[src/rtl/img_stream_gen.sv]
// img_stream_gen
//   Test-pattern image source. Emits frames of IMG_HDISP x IMG_VDISP 8-bit
//   pixels on the per_img_vsync / per_img_href / per_img_gray interface, with
//   programmable lead, per-row, tail and inter-frame blanking.
//
// Ports
//   clk, rst_n      clock; synchronous active-low reset
//   start           one-frame request, only honoured while idle
//   cont_en         repeat frames back-to-back while high
//   pat_mode[1:0]   pattern select, latched at each frame start
//   busy            high from first vsync cycle through last gap cycle
//   frame_done      one-cycle pulse on the last gap cycle
//   frame_cnt[7:0]  completed frames, wraps at 256
//   per_img_vsync   frame valid
//   per_img_href    pixel valid
//   per_img_gray    pixel value, 0 while href is low
//
// Frame layout (vsync high for V_LEAD + IMG_VDISP*(H_BLANK+IMG_HDISP) + V_TAIL):
//   LEAD -> { HBLK -> ACTIVE } x IMG_VDISP -> TAIL -> GAP (vsync low)
module img_stream_gen #(
    parameter int IMG_HDISP = 640,
    parameter int IMG_VDISP = 480,
    parameter int H_BLANK   = 10,
    parameter int V_LEAD    = 5,
    parameter int V_TAIL    = 1,
    parameter int V_GAP     = 10
) (
    input  logic       clk,
    input  logic       rst_n,
    input  logic       start,
    input  logic       cont_en,
    input  logic [1:0] pat_mode,
    output logic       busy,
    output logic       frame_done,
    output logic [7:0] frame_cnt,
    output logic       per_img_vsync,
    output logic       per_img_href,
    output logic [7:0] per_img_gray
);

    localparam int CW   = (IMG_HDISP > 1) ? $clog2(IMG_HDISP) : 1;
    localparam int RW   = (IMG_VDISP > 1) ? $clog2(IMG_VDISP) : 1;
    localparam int M1   = (V_LEAD > H_BLANK) ? V_LEAD : H_BLANK;
    localparam int M2   = (V_TAIL > V_GAP) ? V_TAIL : V_GAP;
    localparam int PMAX = (M1 > M2) ? M1 : M2;
    localparam int PW   = (PMAX > 1) ? $clog2(PMAX) : 1;

    typedef enum logic [2:0] {IDLE, LEAD, HBLK, ACTIVE, TAIL, GAP} state_t;

    state_t        state, state_n;
    logic [PW-1:0] pcnt, pcnt_n;   // cycle count within a blanking phase
    logic [CW-1:0] col, col_n;
    logic [RW-1:0] row, row_n;
    logic [1:0]    mode, mode_n;
    logic [7:0]    fcnt_n;
    logic          done_n;
    logic [7:0]    col8, row8, pix;

    // Next-state and next-counter values. Outputs are registered from these,
    // so each output cycle reflects the state it belongs to with no lag.
    always_comb begin
        state_n = state;
        pcnt_n  = pcnt;
        col_n   = col;
        row_n   = row;
        mode_n  = mode;
        fcnt_n  = frame_cnt;
        done_n  = 1'b0;
        case (state)
            IDLE: begin
                if (start || cont_en) begin
                    state_n = LEAD;
                    pcnt_n  = '0;
                    col_n   = '0;
                    row_n   = '0;
                    mode_n  = pat_mode;
                end
            end
            LEAD: begin
                if (pcnt == PW'(V_LEAD - 1)) begin
                    state_n = HBLK;
                    pcnt_n  = '0;
                end else begin
                    pcnt_n = pcnt + 1'b1;
                end
            end
            HBLK: begin
                if (pcnt == PW'(H_BLANK - 1)) begin
                    state_n = ACTIVE;
                    col_n   = '0;
                end else begin
                    pcnt_n = pcnt + 1'b1;
                end
            end
            ACTIVE: begin
                if (col == CW'(IMG_HDISP - 1)) begin
                    pcnt_n = '0;
                    if (row == RW'(IMG_VDISP - 1)) begin
                        state_n = TAIL;
                    end else begin
                        state_n = HBLK;
                        row_n   = row + 1'b1;
                    end
                end else begin
                    col_n = col + 1'b1;
                end
            end
            TAIL: begin
                if (pcnt == PW'(V_TAIL - 1)) begin
                    state_n = GAP;
                    pcnt_n  = '0;
                end else begin
                    pcnt_n = pcnt + 1'b1;
                end
            end
            GAP: begin
                if (pcnt == PW'(V_GAP - 1)) begin
                    pcnt_n = '0;
                    col_n  = '0;
                    row_n  = '0;
                    if (cont_en) begin
                        state_n = LEAD;
                        mode_n  = pat_mode;
                    end else begin
                        state_n = IDLE;
                    end
                end else begin
                    pcnt_n = pcnt + 1'b1;
                end
            end
            default: state_n = IDLE;
        endcase
        // The cycle being entered is the last gap cycle: pulse done and count
        // the frame in that same cycle.
        if (state_n == GAP && pcnt_n == PW'(V_GAP - 1)) begin
            done_n = 1'b1;
            fcnt_n = frame_cnt + 1'b1;
        end
    end

    // Pixel for the cycle being entered.
    always_comb begin
        col8 = 8'(col_n);
        row8 = 8'(row_n);
        case (mode_n)
            2'd0:    pix = col8;
            2'd1:    pix = row8;
            2'd2:    pix = (col8[3] ^ row8[3]) ? 8'hFF : 8'h00;
            default: pix = col8 + row8 + fcnt_n;
        endcase
    end

    always_ff @(posedge clk) begin
        if (!rst_n) begin
            state         <= IDLE;
            pcnt          <= '0;
            col           <= '0;
            row           <= '0;
            mode          <= '0;
            frame_cnt     <= '0;
            frame_done    <= 1'b0;
            busy          <= 1'b0;
            per_img_vsync <= 1'b0;
            per_img_href  <= 1'b0;
            per_img_gray  <= '0;
        end else begin
            state         <= state_n;
            pcnt          <= pcnt_n;
            col           <= col_n;
            row           <= row_n;
            mode          <= mode_n;
            frame_cnt     <= fcnt_n;
            frame_done    <= done_n;
            busy          <= (state_n != IDLE);
            per_img_vsync <= (state_n == LEAD) || (state_n == HBLK) ||
                             (state_n == ACTIVE) || (state_n == TAIL);
            per_img_href  <= (state_n == ACTIVE);
            per_img_gray  <= (state_n == ACTIVE) ? pix : 8'h00;
        end
    end

endmodule

[config.mk]
export PLATFORM = sky130hd
export DESIGN_NAME = img_stream_gen
export DESIGN_NICKNAME = d
export VERILOG_FILES = /design/src/rtl/img_stream_gen.sv
export SDC_FILE = /design/constraint.sdc
export NUM_CORES = 1
export LEC_CHECK = 0
export BUFFER_PORTS_ARGS = -buffer_cell sky130_fd_sc_hd__buf_4
export CAP_MARGIN = 20
export CORE_MARGIN = 1
export CORE_UTILIZATION = 50
export CTS_CLUSTER_DIAMETER = 150
export CTS_CLUSTER_SIZE = 8
export DETAILED_ROUTE_END_ITERATION = 10
export HOLD_SLACK_MARGIN = 0.06
export PLACE_DENSITY_LB_ADDON = 0.05
export SYNTH_ARGS = -nofsm -noshare
export SYNTH_HDL_FRONTEND = slang
export SYNTH_SLANG_ARGS = --single-unit
[constraint.sdc]
create_clock -name clk -period 6.75 [get_ports clk]
set_input_delay 2.025 -clock clk [delete_from_list [all_inputs] [get_ports clk]]
set_output_delay 2.025 -clock clk [all_outputs]
set_load 0.01 [all_outputs]
# [After elaboration in Yosys (flattened, before gate mapping)]
# Cells that the tools add are included.
[op_classes] n_addsub=6 eq_ne=23 mux=33 bitwise_logic=1 n_reduce_logical=15
[op_table] op="2-to-1 mux 9 bit" n=4
[op_table] op="2-to-1 mux 10 bit" n=3
[op_table] op="case mux 10 bit (3 select lines)" n=1
[op_table] op="case mux 9 bit (3 select lines)" n=1
[op_table] op="2-to-1 mux 4 bit" n=6
[op_table] op="case mux 4 bit (6 select lines)" n=1
[op_table] op="case mux 8 bit (3 select lines)" n=1
[op_table] op="2-to-1 mux 3 bit" n=7
[op_table] op="case mux 3 bit (6 select lines)" n=1
[op_table] op="adder 8 bit" n=2
[op_table] op="2-to-1 mux 8 bit" n=2
[op_table] op="== test 3 x 2 -> 1 bit (second input constant)" n=4
[op_table] op="== test 3 bit (second input constant)" n=4
[op_table] op="adder 10 x 1 -> 10 bit (second input constant)" n=1
[op_table] op="== test 10 bit (second input constant)" n=1
[op_table] op="!= test 2 bit (second input constant)" n=5
[op_table] op="adder 9 x 1 -> 9 bit (second input constant)" n=1
[op_table] op="== test 9 bit (second input constant)" n=1
[op_table] op="nonzero test 3 bit" n=3
[op_table] op="adder 8 x 1 -> 8 bit (second input constant)" n=1
[op_table] op="== test 4 bit (second input constant)" n=2
[op_table] op="== test 3 x 1 -> 1 bit (second input constant)" n=2
[op_table] op="2-to-1 mux 2 bit" n=3
[op_table] op="AND reduction 5 bit" n=1
[op_table] op="other kinds (16)" n=20
[totals] ff_bits=48 in_bits=6 output_inout_bits=20

# [Longest topological paths before layout]
[logic_depth] word_depth=9 mapped_depth=22 depth_no_buf=21

# [Worst setup path before layout]
# OpenSTA, ideal clock, no wires.
[synth_path] kind="input port to flip-flop" from="input start" to="register per_img_gray[7]" setup_time_ns=0.086 arrival_ns=6.014 required_time_ns=6.664 slack_ns=0.649 stages=15 cell_sequence="o211ai_1 -> o21ai_1 -> o311ai_2 -> nor3_1 -> mux2_1 -> fa_1 -> ha_1 -> fa_1 -> a21o_1 -> a311o_1 -> a21oi_1 -> xnor2_1 -> xnor3_1 -> xor3_1 -> a221oi_2"
[synth_between] elab_chain_cells=8 word_cells_on_any_way=25 cone_classes="add/sub (2); eq/ne (5); mux (13); bitwise (1); reduce/logical (4)"
[synth_rtl] item="from (decl)" line_no="30" source="input logic start,"
[synth_rtl] item="logical OR 1 bit *" line_no="71" source="if (start || cont_en) begin"
[synth_rtl] item="2-to-1 mux 4 bit / 2-to-1 mux 3 bit (equally long branches)" line_no="71"
[synth_rtl] item="case mux 4 bit (6 select lines) / case mux 3 bit (6 select lines) (equally long branches)" line_no="69" source="case (state)"
[synth_rtl] item="== test 4 bit / == test 3 bit (equally long branches)" line_no="135" source="if (state_n == GAP && pcnt_n == PW'(V_GAP - 1)) begin"
[synth_rtl] item="logical AND 1 bit *" line_no="135"
[synth_rtl] item="2-to-1 mux 8 bit *" line_no="135"
[synth_rtl] item="named net fcnt_n[1]" line_no="55" source="logic [7:0] fcnt_n;"
[synth_rtl] item="adder 8 bit *" line_no="149" source="default: pix = col8 + row8 + fcnt_n;"
[synth_rtl] item="case mux 8 bit (3 select lines) *" line_no="145" source="case (mode_n)"
[synth_rtl] item="to (signal assigned)" line_no="178" source="per_img_gray <= (state_n == ACTIVE) ? pix : 8'h00;"
[synth_rtl] item="to (decl)" line_no="38" source="output logic [7:0] per_img_gray"
# The timed path passes the listed nets; every way through them passes the cells marked *. The select of a mux whose other input is x is not followed.
# A chain may end at the register's enable or synchronous reset.

# [Worst setup path in the final report]
[layout_path] from="input cont_en" to="register per_img_gray[7]"
[layout_between] elab_chain_cells=8 word_cells_on_any_way=29 cone_classes="add/sub (2); eq/ne (5); mux (17); bitwise (1); reduce/logical (4)"
[layout_rtl] item="from (decl)" line_no="31" source="input logic cont_en,"
[layout_rtl] item="2-to-1 mux 1 bit / logical OR 1 bit (equally long branches)" line_no="121, 71"
[layout_rtl] item="2-to-1 mux 3 bit (tied with other cells)" line_no="117" source="if (pcnt == PW'(V_GAP - 1)) begin"
[layout_rtl] item="case mux 3 bit (6 select lines) / case mux 4 bit (6 select lines) (equally long branches)" line_no="69"
[layout_rtl] item="== test 3 bit / == test 4 bit (equally long branches)" line_no="135"
[layout_rtl] item="logical AND 1 bit *" line_no="135"
[layout_rtl] item="2-to-1 mux 8 bit *" line_no="135"
[layout_rtl] item="named net fcnt_n[1]" line_no="55"
[layout_rtl] item="adder 8 bit *" line_no="149"
[layout_rtl] item="case mux 8 bit (3 select lines) *" line_no="145"
# Marked as above.

==> results summary <==
The placed instance count came out at ~460. The detail-routed net length per standard cell is ~17 µm. The placed wire-length estimate is 5780 µm.

Once detail routing completed, the nets flagged for antenna violations numbered 0. The I/O pin count came out at 26. Detailed routing inserted a total of ~2900 vias. The length in cells of the worst reg-to-reg path came out at 17.

The setup TNS is 0 ps. The final worst hold slack is 475 ps. The post-route DRC violation count is 0. The first global-routing pass estimated about 13000 µm of wire. The vertical die dimension is 82.3 µm. The fraction of final layout cells with drive strength greater than 1 is 0.136. The initial antenna violation count is 0. The total non-filler cell area in the finished layout is ~3600 µm². For flop-to-flop paths, the worst setup slack is between 1000 and 1500 ps. Dividing the detail-routed via count by the number of cells gives 6.10. The clock buffer count from CTS is 5. Row generation in the floorplan step produced 28 rows. The post-layout utilization of the core came out at 0.590. The hold violation total from the final report came out at 0. The portion of the clock cycle consumed by the worst path in the final layout is 0.932. The post-CTS setup buffer count came out at 0.

During synthesis, Yosys emitted a total of 0 warnings. The area overhead of the layout relative to synthesis came out at 11.0%. The total core area is 6060 µm². The first TritonRoute pass finished after 5 iterations. The fraction of synthesis flops using an asynchronous set or reset pin is 0. The post-synthesis cell area came out at between 3000 and 4000 µm². In the global route stage, overall resource usage came out at 0.250. The count of flip-flops with a built-in enable after synthesis is 0. STA classifies the critical path startpoint as a primary input. The startpoint-to-endpoint class of the critical path is in2reg. The deepest clock path buffer count came out at 2. The quantity of gates resized following cts came out at 0. At the pin with the least slew margin, the transition time is between 1000 and 1500 ps. Setup violations remaining at the end of the flow were counted as 0.

The data arrival time of the critical path came out at between 6000 and 7000 ps. The iteration-0 DRC count of the detailed router came out at 253. The worst clock skew is between 7 and 8 ps.

The synthesized flop and latch total came out at 48. The synthesized instance count is between 300 and 400. The flow ran to the end, and the final reports show no timing, DRC or antenna violations. The clock sink total came out at 48. The startpoint identified for the worst register-to-register timing path is state[1].

The number of global-route vias before repair is approximately 2500. For the finished layout, the period the worst path requires is 6290 ps. The count of distinct cell types in the synthesized netlist is between 70 and 80. The total power density per cell area is 146 nW/µm². Setup repair after global routing left no endpoint under its margin.

The routability congestion estimate is ~0.84. The worst hold path endpoint is col[9]. The path class of the tightest hold or removal check is reg2reg. The startpoint identified for the worst hold timing path is col[9]. The number of hold-repair buffers added at the cts stage is 0. The relative max-transition margin is 0.289. After synthesis, the mean cell area works out to about 8.6 µm². The initial core utilization came out at 0.532. In this run the clock root is driven by a sky130_fd_sc_hd__clkbuf_8.

The number of H-tree levels is 2. The total count of max-transition violations in the final report came to 0. For this block, the routed nets add up to a little under 8000 µm of wire. Counting every net in the synthesized netlist gives 404. TritonCTS built the clock tree. The number of fill cells came out at 543. The maximum fanout along the worst path is 7. Buffers placed on the I/O ports in this run total 25. Summing all placed instances gives a cell area of around 3500 µm².

The x dimension of the die is just over 80 µm. Entering global routing, the biggest net connects 38 pins. The die covers about 6800 µm². Based on the critical path, the design can be clocked at up to roughly 160 MHz. The number of antenna cells inserted is 0.

In this run the critical register-to-register path is captured at per_img_gray[7]. The clock latency at the later pin of the worst-skew pair came out at around 300 ps. The number of instances on the worst hold path is 1. The final net count is 423.

The clock transition at the registers of the reported paths came out at roughly 90 ps. The filler-free cell count of the finished design came out at approximately 470. Among all flip-flop cells after synthesis, the most frequent one is sky130_fd_sc_hd__dfxtp_1. The leakage power of the design is 1.49 nW. The count of max-cap constraint violations is 0. The global route total overflow is 0.

The sequential area share after synthesis is 0.298. STA classifies the critical path endpoint as a flop. Data on the critical path is required at its endpoint by between 6000 and 7000 ps. IR analysis of the VDD net gives a maximum drop of around 0.000077 V.
report_power, final:
group,leakage [nW],switching (mW),internal [mW]
Sequential,0.388,0.00112,0.286
Clock,0.0434,0.102,0.0831
Combinational,1.05,0.0318,0.0200
Total,1.49,0.135,0.389
Yosys cell counts, drive strengths merged, types with 4 or more instances:
cell | n | share of area
a211oi | 6 | 0.018
a21o | 7 | 0.016
a21oi | 17 | 0.026
a31oi | 4 | 0.0078
and2 | 19 | 0.037
and3 | 8 | 0.016
clkbuf | 17 | 0.020
dfxtp | 48 | 0.30
fa | 8 | 0.050
ha | 14 | 0.054
inv | 26 | 0.030
mux2 | 4 | 0.014
mux2i | 4 | 0.012
nand2 | 24 | 0.028
nand3 | 17 | 0.026
nand4 | 6 | 0.012
nor2 | 8 | 0.0093
nor2b | 13 | 0.025
nor3 | 13 | 0.022
nor4 | 11 | 0.023
o211ai | 4 | 0.0093
o21ai | 20 | 0.031
o31ai | 4 | 0.0093
or3 | 4 | 0.0093
xnor2 | 10 | 0.027
xor2 | 4 | 0.011
placed cells by master, fill, tap and decap left out, types with 7 or more instances in the layout:
cell | synthesis | routed
sky130_fd_sc_hd__and2_1 | 19 | 19
sky130_fd_sc_hd__and3_1 | 8 | 8
sky130_fd_sc_hd__o21ai_0 | 18 | 18
sky130_fd_sc_hd__fa_1 | 8 | 8
sky130_fd_sc_hd__nand3_1 | 17 | 17
sky130_fd_sc_hd__nor2b_1 | 13 | 13
sky130_fd_sc_hd__ha_1 | 14 | 14
sky130_fd_sc_hd__nor3_1 | 12 | 12
sky130_fd_sc_hd__a21o_1 | 7 | 7
sky130_fd_sc_hd__inv_1 | 26 | 26
sky130_fd_sc_hd__nor2_1 | 8 | 8
sky130_fd_sc_hd__nor4_1 | 10 | 10
sky130_fd_sc_hd__a21oi_1 | 17 | 17
sky130_fd_sc_hd__buf_4 | 0 | 32
sky130_fd_sc_hd__dfxtp_1 | 48 | 48
sky130_fd_sc_hd__nand2_1 | 24 | 24
sky130_fd_sc_hd__xnor2_1 | 10 | 10
worst max-delay path: stages:
cell and delay [ps]:
sky130_fd_sc_hd__buf_4 90, sky130_fd_sc_hd__nor3_1 40, sky130_fd_sc_hd__a21boi_0 390, sky130_fd_sc_hd__o22ai_1 170, sky130_fd_sc_hd__o22ai_1 580, sky130_fd_sc_hd__nor3_1 200, sky130_fd_sc_hd__mux2_1 400, sky130_fd_sc_hd__fa_1 440
sky130_fd_sc_hd__ha_1 240, sky130_fd_sc_hd__fa_1 400, sky130_fd_sc_hd__a21o_1 210, sky130_fd_sc_hd__a311o_1 350, sky130_fd_sc_hd__a21oi_1 190, sky130_fd_sc_hd__xnor2_1 140, sky130_fd_sc_hd__xnor3_1 240, sky130_fd_sc_hd__xor3_1 210
sky130_fd_sc_hd__a221oi_2 200
how the worst max path moves through the flow:
stage / to / start / slack, ps / cells past startpoint
after floorplan: per_img_gray[7] / start / 650 / 15
after global placement: per_img_gray[7] / cont_en / 430 / 17
after detailed placement: per_img_gray[7] / cont_en / 210 / 17
after CTS: per_img_gray[7] / cont_en / 520 / 17
after global routing: per_img_gray[7] / cont_en / 220 / 17
final: per_img_gray[7] / cont_en / 460 / 17
per-layer routing:
metal,GRT usage,vias up,part of all wire
li1,-,1412,-
met1,0.343,1356,0.47
met2,0.399,94,0.47
met3,0.0516,12,0.053
met4,0.0614,0,0.012
met5,0,-,0
state kept, by name, summed over array words and instances, names as in the netlist:
register,count
col,10
per_img_gray,8
frame_cnt,8
frame_done,1
per_img_vsync,1
pcnt,4
mode,2
state,3
per_img_href,1
busy,1
row,9
layout make-up:
cell class | count | area [µm²] | share of cell area
clock buffer | 6 | 82.6 | 0.0231
clock inverter | 2 | 15.0 | 0.00420
inverter | 26 | 97.6 | 0.0273
multi-input combinational | 282 | 2090 | 0.583
sequential | 48 | 961 | 0.269
tap | 75 | 93.8 | 0.0262
timing repair buffer | 32 | 240 | 0.0672
kinds of logic after synthesis:
family | count (synthesis) | share of synthesized area
AOI/OAI and AO/OA | 98 | 0.220
xor gates and xnor gates | 16 | 0.0524
adders and majority gates | 22 | 0.104
buffers and inverters | 46 | 0.0544
DFF | 48 | 0.298
muxes | 8 | 0.0264
and+or+nand+nor | 138 | 0.245
stage by stage:
stage | power (mW) | worst slack, ps
floorplan | 0.330 | 649
global placement | 0.345 | 432
detailed placement | 0.345 | 209
CTS | 0.528 | 525
global route | 0.546 | 217
finish | 0.524 | 459
Note: power is estimated with default switching activity, not from simulation.
